==> config.mk <==
export PLATFORM = sky130hd
export DESIGN_NAME = seq_alu
export DESIGN_NICKNAME = d
export VERILOG_FILES = /design/src/rtl/alu_pkg.sv /design/src/rtl/alu_mul.sv /design/src/rtl/seq_alu.sv
export SDC_FILE = /design/constraint.sdc
export NUM_CORES = 1
export LEC_CHECK = 0
export BUFFER_PORTS_ARGS = -buffer_cell sky130_fd_sc_hd__buf_4
export CORE_ASPECT_RATIO = 0.5
export CORE_MARGIN = 2
export CORE_UTILIZATION = 60
export CTS_CLUSTER_SIZE = 30
export DETAILED_ROUTE_END_ITERATION = 6
export PLACE_DENSITY = 0.8
export SYNTH_ARGS = -nofsm -noshare
export SYNTH_HDL_FRONTEND = slang
export SYNTH_HIERARCHICAL = 1
export SYNTH_SLANG_ARGS = --single-unit
==> constraint.sdc <==
create_clock -name clk -period 3.3 [get_ports clk]
set_clock_uncertainty 0.15 [all_clocks]
set_input_delay 0.66 -clock clk [delete_from_list [all_inputs] [get_ports clk]]
set_output_delay 0.66 -clock clk [all_outputs]
set_load 0.03 [all_outputs]
==> src/rtl/alu_pkg.sv <==
// alu_pkg: shared op/state encodings and flag bit positions for seq_alu.
package alu_pkg;
    typedef enum logic [2:0] {
        OP_ADD  = 3'b000,
        OP_NAND = 3'b001,
        OP_BNZ  = 3'b010,
        OP_SLTU = 3'b011,
        OP_SUB  = 3'b100,
        OP_SHL  = 3'b101,
        OP_SHR  = 3'b110,
        OP_MUL  = 3'b111
    } op_e;

    typedef enum logic [1:0] {
        ST_IDLE = 2'd0,
        ST_MUL  = 2'd1,
        ST_DONE = 2'd2
    } state_e;

    localparam int FLAG_Z = 0;
    localparam int FLAG_C = 1;
    localparam int FLAG_V = 2;
    localparam int FLAG_N = 3;

    function automatic logic [3:0] pack_flags(input logic n, input logic v, input logic c, input logic z);
        logic [3:0] f;
        f         = '0;
        f[FLAG_N] = n;
        f[FLAG_V] = v;
        f[FLAG_C] = c;
        f[FLAG_Z] = z;
        return f;
    endfunction
endpackage

==> src/rtl/alu_mul.sv <==
// alu_mul: shift-add multiplier, one multiplier bit per cycle, WIDTH cycles per product.
module alu_mul #(
    parameter int WIDTH = 8
) (
    input  logic             clk,
    input  logic             reset,
    input  logic             start,
    input  logic [WIDTH-1:0] a,
    input  logic [WIDTH-1:0] b,
    output logic             busy,
    output logic             done,
    output logic [WIDTH-1:0] product
);
    localparam int CW = $clog2(WIDTH);

    logic [WIDTH-1:0] r_mcand, r_mplier, r_acc, w_acc_next;
    logic [CW-1:0]    r_cnt;
    logic             r_busy;

    // product carries the final iteration so the caller can register it on the done edge
    assign w_acc_next = r_acc + (r_mplier[0] ? r_mcand : '0);
    assign done       = r_busy && (r_cnt == CW'(WIDTH - 1));
    assign busy       = r_busy;
    assign product    = w_acc_next;

    always_ff @(posedge clk or posedge reset) begin
        if (reset) begin
            r_mcand  <= '0;
            r_mplier <= '0;
            r_acc    <= '0;
            r_cnt    <= '0;
            r_busy   <= 1'b0;
        end else if (start) begin
            r_mcand  <= a;
            r_mplier <= b;
            r_acc    <= '0;
            r_cnt    <= '0;
            r_busy   <= 1'b1;
        end else if (r_busy) begin
            r_acc    <= w_acc_next;
            r_mcand  <= r_mcand << 1;
            r_mplier <= r_mplier >> 1;
            r_cnt    <= r_cnt + CW'(1);
            r_busy   <= !done;
        end
    end
endmodule

==> src/rtl/seq_alu.sv <==
// seq_alu: handshaked ALU; single-cycle ops register in one cycle, MUL iterates in alu_mul.
module seq_alu
    import alu_pkg::*;
#(
    parameter int WIDTH    = 8,
    parameter int PC_WIDTH = WIDTH
) (
    input  logic                clk,
    input  logic                reset,
    input  logic                in_valid,
    output logic                in_ready,
    input  logic [2:0]          op,
    input  logic [WIDTH-1:0]    dataInACC,
    input  logic [WIDTH-1:0]    dataIn,
    input  logic [PC_WIDTH-1:0] pc,
    output logic                out_valid,
    input  logic                out_ready,
    output logic [WIDTH-1:0]    dataOut,
    output logic [3:0]          flags
);
    localparam int MSB = WIDTH - 1;

    state_e           r_state;
    logic [WIDTH-1:0] r_data;
    logic [3:0]       r_flags;

    op_e               w_op;
    logic              w_accept, w_mul_start, w_mul_busy, w_mul_done;
    logic [WIDTH-1:0]  w_mul_prod, w_res;
    logic [WIDTH:0]    w_sum, w_diff;
    logic [PC_WIDTH-1:0] w_pc_inc;
    logic              w_c, w_v, w_big;

    assign w_op        = op_e'(op);
    assign w_accept    = (r_state == ST_IDLE) && in_valid;
    assign w_mul_start = w_accept && (w_op == OP_MUL);
    assign w_sum       = {1'b0, dataInACC} + {1'b0, dataIn};
    assign w_diff      = {1'b0, dataInACC} - {1'b0, dataIn};
    assign w_pc_inc    = pc + PC_WIDTH'(1);
    assign w_big       = dataIn > WIDTH'(WIDTH - 1);

    always_comb begin
        w_res = '0;
        w_c   = 1'b0;
        w_v   = 1'b0;
        case (w_op)
            OP_ADD: begin
                w_res = w_sum[MSB:0];
                w_c   = w_sum[WIDTH];
                w_v   = (dataInACC[MSB] == dataIn[MSB]) && (w_sum[MSB] != dataInACC[MSB]);
            end
            OP_NAND: w_res = ~(dataInACC & dataIn);
            OP_BNZ:  w_res = (dataInACC != '0) ? WIDTH'(w_pc_inc) : dataIn;
            OP_SLTU: w_res = WIDTH'(dataInACC < dataIn);
            OP_SUB: begin
                w_res = w_diff[MSB:0];
                w_c   = !w_diff[WIDTH];
                w_v   = (dataInACC[MSB] != dataIn[MSB]) && (w_diff[MSB] != dataInACC[MSB]);
            end
            OP_SHL:  w_res = w_big ? '0 : dataInACC << dataIn;
            OP_SHR:  w_res = w_big ? '0 : dataInACC >> dataIn;
            default: w_res = '0;
        endcase
    end

    alu_mul #(.WIDTH(WIDTH)) u_mul (
        .clk     (clk),
        .reset   (reset),
        .start   (w_mul_start),
        .a       (dataInACC),
        .b       (dataIn),
        .busy    (w_mul_busy),
        .done    (w_mul_done),
        .product (w_mul_prod)
    );

    always_ff @(posedge clk or posedge reset) begin
        if (reset) begin
            r_state <= ST_IDLE;
            r_data  <= '0;
            r_flags <= '0;
        end else begin
            case (r_state)
                ST_IDLE: begin
                    if (w_mul_start) begin
                        r_state <= ST_MUL;
                    end else if (w_accept) begin
                        r_data  <= w_res;
                        r_flags <= pack_flags(w_res[MSB], w_v, w_c, w_res == '0);
                        r_state <= ST_DONE;
                    end
                end
                ST_MUL: begin
                    if (w_mul_done) begin
                        r_data  <= w_mul_prod;
                        r_flags <= pack_flags(w_mul_prod[MSB], 1'b0, 1'b0, w_mul_prod == '0);
                        r_state <= ST_DONE;
                    end else if (!w_mul_busy) begin
                        r_state <= ST_IDLE;
                    end
                end
                ST_DONE: if (out_ready) r_state <= ST_IDLE;
                default: r_state <= ST_IDLE;
            endcase
        end
    end

    assign in_ready  = (r_state == ST_IDLE);
    assign out_valid = (r_state == ST_DONE);
    assign dataOut   = r_data;
    assign flags     = r_flags;
endmodule

* Word level (Yosys, flattened, before mapping)
Index checks and enable logic that the tools add are counted.
W data, S select, Z words.
** Word-level totals
- Memories kept :: 0
- Word-level logic and storage cells :: 86
- Memory bits (writable) :: 0
- ROM bits :: 0
- Latch bits :: 0
- Bits in registers :: 42
** Operators by class
- Equality and inequality tests :: 20
- Add/subtract/negate cells :: 5
- Bitwise gates (word level) :: 2
- Shift operators :: 2
- Muxes and demuxes :: 31
- Div/mod/pow operators :: 0
- Order comparisons :: 2
- Reduce and logical (&&, ||, !) cells :: 16
- Multiply operators :: 0
** Operators with widths (number)
- $mux W8 :: 13
- $pmux W8 S7 :: 1
- $logic_not A8 Y1 :: 2
- $pmux W8 S2 :: 1
- $eq A3 B3 Y1 const B :: 5
- $mux W4 :: 3
- $mux W2 :: 5
- $add A8 B8 Y9 :: 1
- $sub A8 B8 Y9 :: 1
- $add A8 B1 Y8 const B :: 1
- $add A8 B8 Y8 :: 1
- $and A8 B8 Y8 :: 1
- $gt A8 B3 Y1 const B :: 1
- $lt A8 B8 Y1 :: 1
- $not A8 Y8 :: 1
- $pmux W4 S2 :: 1
- $reduce_bool A8 Y1 :: 1
- $shl A8 B8 Y8 :: 1
- $shr A8 B8 Y8 :: 1
- $eq A3 B2 Y1 const B :: 2
- $mux W3 :: 2
- $ne A2 B1 Y1 const B :: 3
- $pmux W2 S3 :: 1
- $logic_and A1 B1 Y1 :: 5
- 17 further kinds :: 23

* Logic depth before layout (Yosys ltp)
Gate-level depths: netlist (run 1).
- Word-level depth :: 7
- Depth in mapped cells :: 13
- Depth with buffers taken out :: 13

* By module
The synthesis (run 1) kept the hierarchy.
** Modules (own cells, without submodules)
- seq_alu :: times used 1, cells each 334, area an instance 2513.7 um^2, seq. area each 325.3 um^2
- alu_mul :: times used 1, cells each 163, area an instance 1596.5 um^2, seq. area each 700.7 um^2

* Worst setup path before layout (run 1)
Ideal clock, no wire load.
- Path type :: input to register
- From :: input dataIn[2]
- To :: register r_flags[0] (netlist: flags[0])
- Setup slack :: -240 ps
- Buffers on the path :: 1
- Arrival :: 3295 ps
- Stages on the path :: 10
- Path through :: buf_2 clkinv_1 ha_1 nor3b_1 o311ai_0 o2111ai_1 a2111o_1 or3_1 or4_1 o31ai_1
** On the way
- Cells in the longest elaborated chain, start to end :: 7
- Elaborated cells on any way between the ends :: 16
** RTL lines
- start: declaration :: line seq_alu.sv:14 : input logic [WIDTH-1:0] dataIn,
- $gt A8 B3 Y1 (tied with other cells) :: line seq_alu.sv:40 : assign w_big = dataIn > WIDTH'(WIDTH - 1);
- $mux W8 (tied with other cells) :: line seq_alu.sv:61 : OP_SHR: w_res = w_big ? '0 : dataInACC >> dataIn;
- $pmux W8 S7 (*) :: line seq_alu.sv:46 : case (w_op)
- $logic_not A8 Y1 (*) :: line seq_alu.sv:89 : r_flags <= pack_flags(w_res[MSB], w_v, w_c, w_res == '0);
- $mux W4 (*) :: line seq_alu.sv:87 : end else if (w_accept) begin
- $mux W4 (*) :: line seq_alu.sv:85 : if (w_mul_start) begin
- $pmux W4 S2 (*) :: line seq_alu.sv:83 : case (r_state)
- end signal: assignment :: line seq_alu.sv:89
- end signal: assignment :: line seq_alu.sv:96 : r_flags <= pack_flags(w_mul_prod[MSB], 1'b0, 1'b0, w_mul_prod == '0);
- end: declaration :: line seq_alu.sv:25 : logic [3:0] r_flags;
Mark *: on every way between the ends. The rest lies on a longest branch, timed or not. The select of a mux whose other input is x is not followed.
A chain may end at the register's enable or synchronous reset.

* Worst setup path in the final report (run 1)
- From :: input dataInACC[0]
- To :: register r_flags[0] (netlist: flags[0])
** On the way
- Cells in the longest elaborated chain, start to end :: 7
- Elaborated cells on any way between the ends :: 16
** RTL lines
- start: declaration :: line seq_alu.sv:13 : input logic [WIDTH-1:0] dataInACC,
- branches (longest 2 deep; another with $sub A8 B8 Y9)
- $pmux W8 S7 (*) :: line seq_alu.sv:46
- $logic_not A8 Y1 (*) :: line seq_alu.sv:89
- $mux W4 (*) :: line seq_alu.sv:87
- $mux W4 (*) :: line seq_alu.sv:85
- $pmux W4 S2 (*) :: line seq_alu.sv:83
Every way passes the cells marked *. The select of a mux whose other input is x is not followed.

==> flow_metrics.tcl, run 1 <==
set metrics [dict create \
    cts_buffer_depth 2 \
    fin_crit_sh_pct 97.38 \
    max_cap_violations 0 \
    dr.first_iter.drc_count 395 \
    status "completed" \
    worst_pin_slew_ns 0.7588 \
    ctsResizeCount 0 \
    drive_above_1_share_pct 20.74 \
    grt_pass1_vias 3900 \
    muxShareOfSynthArea_pct 13.03 \
    drt_pass1_iterations 5 \
    cts_tree "built" \
    synthAdderAreaFrac_pct 9.376 \
    ys_types 68 \
    crit_family "compound AO/OA/AOI/OAI gates" \
    startpoint_type "input pin" \
    vdd_drop_max_mv 0.2535 \
    fin_cells 656 \
    power.total_w 0.002549 \
    grt_overflow 0 \
    reg2regPathDepth 13 \
    n_antenna_cell 0 \
    start_util_pct 61.83 \
    holdBufCountCts 0 \
    cp_num_buf_inv 1 \
    power_density_mw_per_mm2 512.2 \
    die-area_mm2 0.007569 \
    yosysTopAreaCellShare_pct 24.96 \
    clk_latency_ns 0.28 \
    fmax_mhz 311.2 \
    fin_crit_ns 3.214 \
    ys_seq_elements 41 \
    area.growth.synth_to_final_pct 21.07 \
    worstReg2RegEnd "flags[0]" \
    path_clk_slew_ns 0.06 \
    relSlewSlack_pct 49.30 \
    path_cells "buf_4, ha_4, fa_2, nor3b_4, o311ai_2, o2111ai_2, a2111o_1, or3_1, or4_1, o31ai_1" \
    cts_root_buf "clkbuf_16" \
    hold_viol 0 \
    setup_viol 0 \
    synth_common_cells "nand2_1, dfrtp_1, o21ai_0, mux2i_1, nor2_1" \
    antenna_left 0 \
    pre_cts_ws_ns -0.2776 \
    numCtsBuffers 5 \
    io_buffers 44 \
    grt_max_degree 48 \
    dp.cells 648 \
    antenna_found_initial 0 \
    r2r_start "u_mul/r_mcand[0]" \
    drv_slew 0 \
    synthTopCellsByArea "dfrtp_1, mux2i_1, ha_1, nand2_1, o21ai_0" \
    synth_area_mm2 0.004110 \
    drcViolationCount 0 \
    critPathSlowestCell "or4_1" \
    place_congestion 0.9551 \
    path_max_fanout 4 \
    cts_setup_buffers 0 \
    grt_first_pass_wirelength_um 19510 \
    hp-class "input pin to async pin" \
    p_leak_nw 2.253 \
    yosys.area_share.simple_pct 22.19 \
    synthFlopType "dfrtp_1" \
    cp.required_ns 3.34 \
    path_class "input pin to flip-flop" \
    syn_avg_cell_area_um2 8.270 \
    crit_arrival_ns 3.26 \
    yosys.area.top_type "dfrtp_1" \
    setup_ws_ns 0.08637 \
    synth_top_family_by_area "simple AND/OR/NAND/NOR gates" \
    yosys_warnings 6 \
    max_stage_delay_ns 0.40 \
    placementRows 21 \
    final_nets 623 \
    synth_nets 557 \
    grtUsageTotal_pct 32.17 \
    coreArea_mm2 0.006648 \
    clock-sinks 41 \
    synth-xor-area-share_pct 4.475 \
    synth_compound_area_share_pct 20.64 \
    yosysSeqAreaShare_pct 24.96 \
    htree_levels 2 \
    routed_via_density 6.326 \
    synth_edf_count 0 \
    reg2reg_slack_ns 0.24 \
    synth.most_common_cell "nand2_1" \
    cp-end-kind "flip-flop" \
    routed-via-count 4150 \
    routedWlPerCell_um 18.10 \
    ioPinCount 45 \
    dieWidth_um 121.1 \
    async_reset_ff_share_pct 100.0 \
    wl_um 11880 \
    die_h_um 62.53 \
    syn_inst 497 \
    dp_hpwl_um 8878 \
]
-- routing by layer --
metal / share of wire (%) / global-route usage [%] / vias up
li1: - / - / 1949
met1: 45 / 45.60 / 1993
met2: 46 / 53.44 / 188
met3: 7.7 / 3.832 / 20
met4: 1.4 / 6.105 / 0
met5: 0 / 0 / -
-- worst max path at each step --
stage,cells past startpoint,startpoint,end
floorplan,10,dataIn[1],flags[0]
global placement,10,dataInACC[0],flags[0]
detailed placement,10,dataInACC[0],flags[0]
CTS,10,dataInACC[0],flags[0]
global route,10,dataInACC[0],flags[0]
finish,10,dataInACC[0],flags[0]
-- report_power, final --
part           switching (W)  internal (W)
combinational       0.000726      0.000548
sequential          0.000122      0.000687
clock               0.000184      0.000281
-- registers in the layout, summed over array words and instances, names as in the netlist --
signal,flops
u_mul/busy,1
u_mul/r_acc,8
u_mul/r_cnt,3
dataOut,8
r_state,2
u_mul/r_mcand,8
flags,3
u_mul/r_mplier,8
-- cells by family (layout without fill, tap and decap cells) --
kind of cell	Yosys count	count (layout)
and+or+nand+nor	179	179
buffers and inverters	52	119
AOI/OAI and AO/OA	129	129
adders and majority gates	29	29
muxes	46	46
xor gates and xnor gates	21	21
DFF	41	41
-- worst register-to-register path, cell delays in order (launching register included) --
cell and delay (ns):
dfrtp_1 0.39, and2_1 0.18, ha_1 0.21, fa_1 0.42
a21o_2 0.21, a21oi_1 0.22, o21ai_0 0.21, nor2_1 0.15
xnor2_1 0.10, nor4_1 0.27, nand2_1 0.10, nor4_1 0.21
a21oi_1 0.09, o31ai_1 0.07
-- area by class of cell --
cell class	instances	area [um^2]
multi-input combinational	404	2943
fill	517	1672
sequential	41	1026
timing repair buffer	90	675.6
clock buffer	8	136.4
tap	92	115.1
inverter	21	80.08
-- layout by cell type, fill, tap and decap left out, types with 10 or more instances in the layout --
cell type and count:
a21oi_1 23, dfrtp_1 41, buf_4 90, ha_1 24, nand3_1 12, nand2_1 52, inv_1 20, nor2_1 34
nand2b_1 11, o21ai_0 38, a211oi_1 10, xnor2_1 13, mux2i_1 37, nor2b_1 12
-- per-stage QoR --
step | cell area, um^2 | util (%) | hold slack, ns | TNS [ns]
after floorplan | 4134 | - | 0.3224 | 0
after global placement | 4790 | 72.05 | 0.3178 | -0.2547
after detailed placement | 4790 | 72.05 | 0.3252 | -0.3580
after CTS | 4926 | 74.10 | 0.2705 | 0
after global routing | 4976 | 74.85 | 0.3087 | -0.008844
final | 4976 | 74.85 | 0.2585 | 0
(Power assumes the default switching activity.)
==> run 2, diff against run 1 <==
Settings changed: PLACE_DENSITY 0.8 to 0.81, SYNTH_HIERARCHICAL 1 to default.
==> run 2 against run 1 <==
  * Clock power increased by 20%
  * Sequential cell count unchanged
  * Sequential power about the same
  * First-iteration DRC count decreased by 12%
  * Wire length decreased by 11%
  * Critical endpoint unchanged
  * Largest power group unchanged
==> flow_metrics.tcl, run 2 <==
set metrics [dict create \
    fin_cells 592 \
    clock-sinks 41 \
    r2r_start "u_mul.r_mplier[0]" \
    yosys_warnings 0 \
    synth_nets 525 \
    status "completed" \
    layout_common_cells "buf_4, nand2_1, nor2_1, dfrtp_1, mux2i_1" \
    drive_above_1_share_pct 16.27 \
    dr.first_iter.drc_count 349 \
    grt_first_pass_wirelength_um 17150 \
    cp.required_ns 3.35 \
    hold_viol 0 \
    syn_inst 465 \
    wl_um 10620 \
    io_buffers 44 \
    synth_common_cells "nand2_1, dfrtp_1, nor2_1, mux2i_1, o21ai_0" \
    final_nets 563 \
    yosysTopAreaCellShare_pct 26.28 \
    path_max_fanout 3 \
    rsz0062_at_grt "no" \
    crit_arrival_ns 3.28 \
    drv_slew 0 \
    synth_edf_count 0 \
    holdBufCountCts 0 \
    cp_common_cell "inv_1" \
    critPathSlowestCell "fa_1" \
    die-area_mm2 0.007206 \
    cp-end-kind "flip-flop" \
    max_stage_delay_ns 0.41 \
    fin_crit_sh_pct 97.98 \
    hp-class "flip-flop to flip-flop" \
    synth_area_mm2 0.003904 \
    placementRows 20 \
    muxShareOfSynthArea_pct 10.03 \
    reg2regPathDepth 10 \
    fin_crit_ns 3.233 \
    antenna_found_initial 0 \
    grt_max_degree 42 \
    min_to "dataOut[5]" \
    cts_tree "built" \
    path_clk_slew_ns 0.06 \
    startpoint_type "input pin" \
    setup_viol 0 \
    worst_pin_slew_ns 0.5112 \
    pre_cts_ws_ns -0.05083 \
    power_frac_comb_pct 45.7 \
    ys_types 71 \
    relSlewSlack_pct 65.92 \
    synth_compound_area_share_pct 20.83 \
    drcViolationCount 0 \
    seq_power_share_pct 32.1 \
    hold_slack_ns 0.3284 \
    numCtsBuffers 5 \
    yosys.area.top_type "dfrtp_1" \
    antenna_left 0 \
    p_leak_nw 2.082 \
    fillerInstances 497 \
    drt_pass1_iterations 4 \
    reg2reg_slack_ns 0.28 \
    routed_via_density 6.220 \
    yosysSeqAreaShare_pct 26.28 \
    async_reset_ff_share_pct 100.0 \
    switching_share_pct 39.32 \
    grtUsageTotal_pct 30.41 \
    routedWlPerCell_um 17.94 \
    setup_ws_ns 0.06681 \
    synth-xor-area-share_pct 4.712 \
    path_class "input pin to flip-flop" \
    cts_setup_buffers 0 \
    place_area_mm2 0.004287 \
    final_cell_area_mm2 0.004458 \
    htree_levels 2 \
    worstReg2RegEnd "flags[0]" \
    coreArea_mm2 0.006181 \
    synth.most_common_cell "nand2_1" \
    yosys.area_share.simple_pct 22.15 \
    dp_hpwl_um 7741 \
    die_h_um 61.04 \
    synthAdderAreaFrac_pct 9.872 \
    grt_overflow 0 \
    cts_root_buf "clkbuf_16" \
    synthTopCellsByArea "dfrtp_1, mux2i_1, ha_1, o21ai_0, nand2_1" \
    max_cap_violations 0 \
    ctsResizeCount 0 \
    hold_start "dataOut[5]" \
    fmax_mhz 309.3 \
    place_congestion 0.9730 \
    ys_seq_elements 41 \
    clkPwrFrac_pct 22.1 \
    hold_depth 1 \
    final_common_cell "buf_4" \
    netSwitchingPower_w 0.0009899 \
    startpoint "dataInACC[0]" \
    routed-via-count 3682 \
    start_util_pct 63.16 \
    path_cells "buf_4, inv_1, ha_1, inv_1, fa_1, a21o_1, a21oi_1, mux2i_1, xor2_1, a211o_1, nor4_1, nand3_1, o31ai_2" \
    synth_top_family_by_area "simple AND/OR/NAND/NOR gates" \
    cell_internal_pwr_w 0.001528 \
    ioPinCount 45 \
    area.growth.synth_to_final_pct 14.20 \
    syn_avg_cell_area_um2 8.395 \
    vdd_drop_max_mv 0.3121 \
    dieWidth_um 118.1 \
    final_util_pct 72.13 \
    cts_buffer_depth 2 \
    clk_latency_ns 0.29 \
    synthFlopType "dfrtp_1" \
    dp.cells 584 \
    grt_pass1_vias 3390 \
    n_antenna_cell 0 \
    power_density_mw_per_mm2 564.8 \
]
## run 2: area by class of cell
| class | instances | area, um^2 | share of cell area [%] |
|---|---|---|---|
| multi-input cells | 379 | 2639 | 59.19 |
| flip-flops and latches | 41 | 1026 | 23.01 |
| repair buffers | 59 | 442.9 | 9.935 |
| clock buffers | 5 | 125.1 | 2.807 |
| well taps | 88 | 110.1 | 2.470 |
| inverters | 17 | 68.82 | 1.544 |
| clock inverters | 3 | 46.29 | 1.038 |
## run 2: logic make-up (layout without fill, tap and decap cells)
kind of cell    count (synthesis)  in the layout
xor+xnor                       21             21
buf+inv                        45             84
compound gates                121            121
flops                          41             41
simple gates                  169            169
fa+ha+maj                      29             29
mux                            39             39
## run 2: how the worst max path moves through the flow
stage	end	cells after the start
final	flags[0]	13
after global routing	flags[0]	13
after CTS	flags[0]	13
after detailed placement	flags[0]	13
after global placement	flags[0]	13
after floorplan	flags[0]	12
## run 2: routing by layer
layer	wire [um]	track usage, %	up-vias	part of all wire, %
met5	0	0	-	0
li1	-	-	1758	-
met3	937	6.204	26	8.8
met1	4890	42.83	1738	46
met4	221	11.36	0	2.1
met2	4569	47.56	160	43
## run 2: worst max-delay path, delay by kind of cell
family / cells / cell delay, ns
AO/OA/AOI/OAI: 4 / 1.01
adder cells (fa/ha/maj): 2 / 0.59
AND/OR/NAND/NOR: 2 / 0.48
buffers and inverters: 3 / 0.25
XOR/XNOR: 1 / 0.15
multiplexers: 1 / 0.13
## run 2: power by group through the flow
stage	Clock, W	Sequential [W]	Combinational (W)
2_1_floorplan	0	0.000855	0.000765
3_3_place_gp	0	0.000801	0.00110
3_5_place_dp	0	0.000809	0.00113
4_1_cts	0.000563	0.000808	0.00115
5_1_grt	0.000588	0.000835	0.00127
6_report	0.000558	0.000808	0.00115
## run 2: per-stage QoR
stage | total power, W | setup TNS, ns
finish | 0.002518 | 0
global route | 0.002690 | 0
CTS | 0.002516 | 0
detailed placement | 0.001938 | -0.05670
global placement | 0.001900 | 0
floorplan | 0.001620 | 0
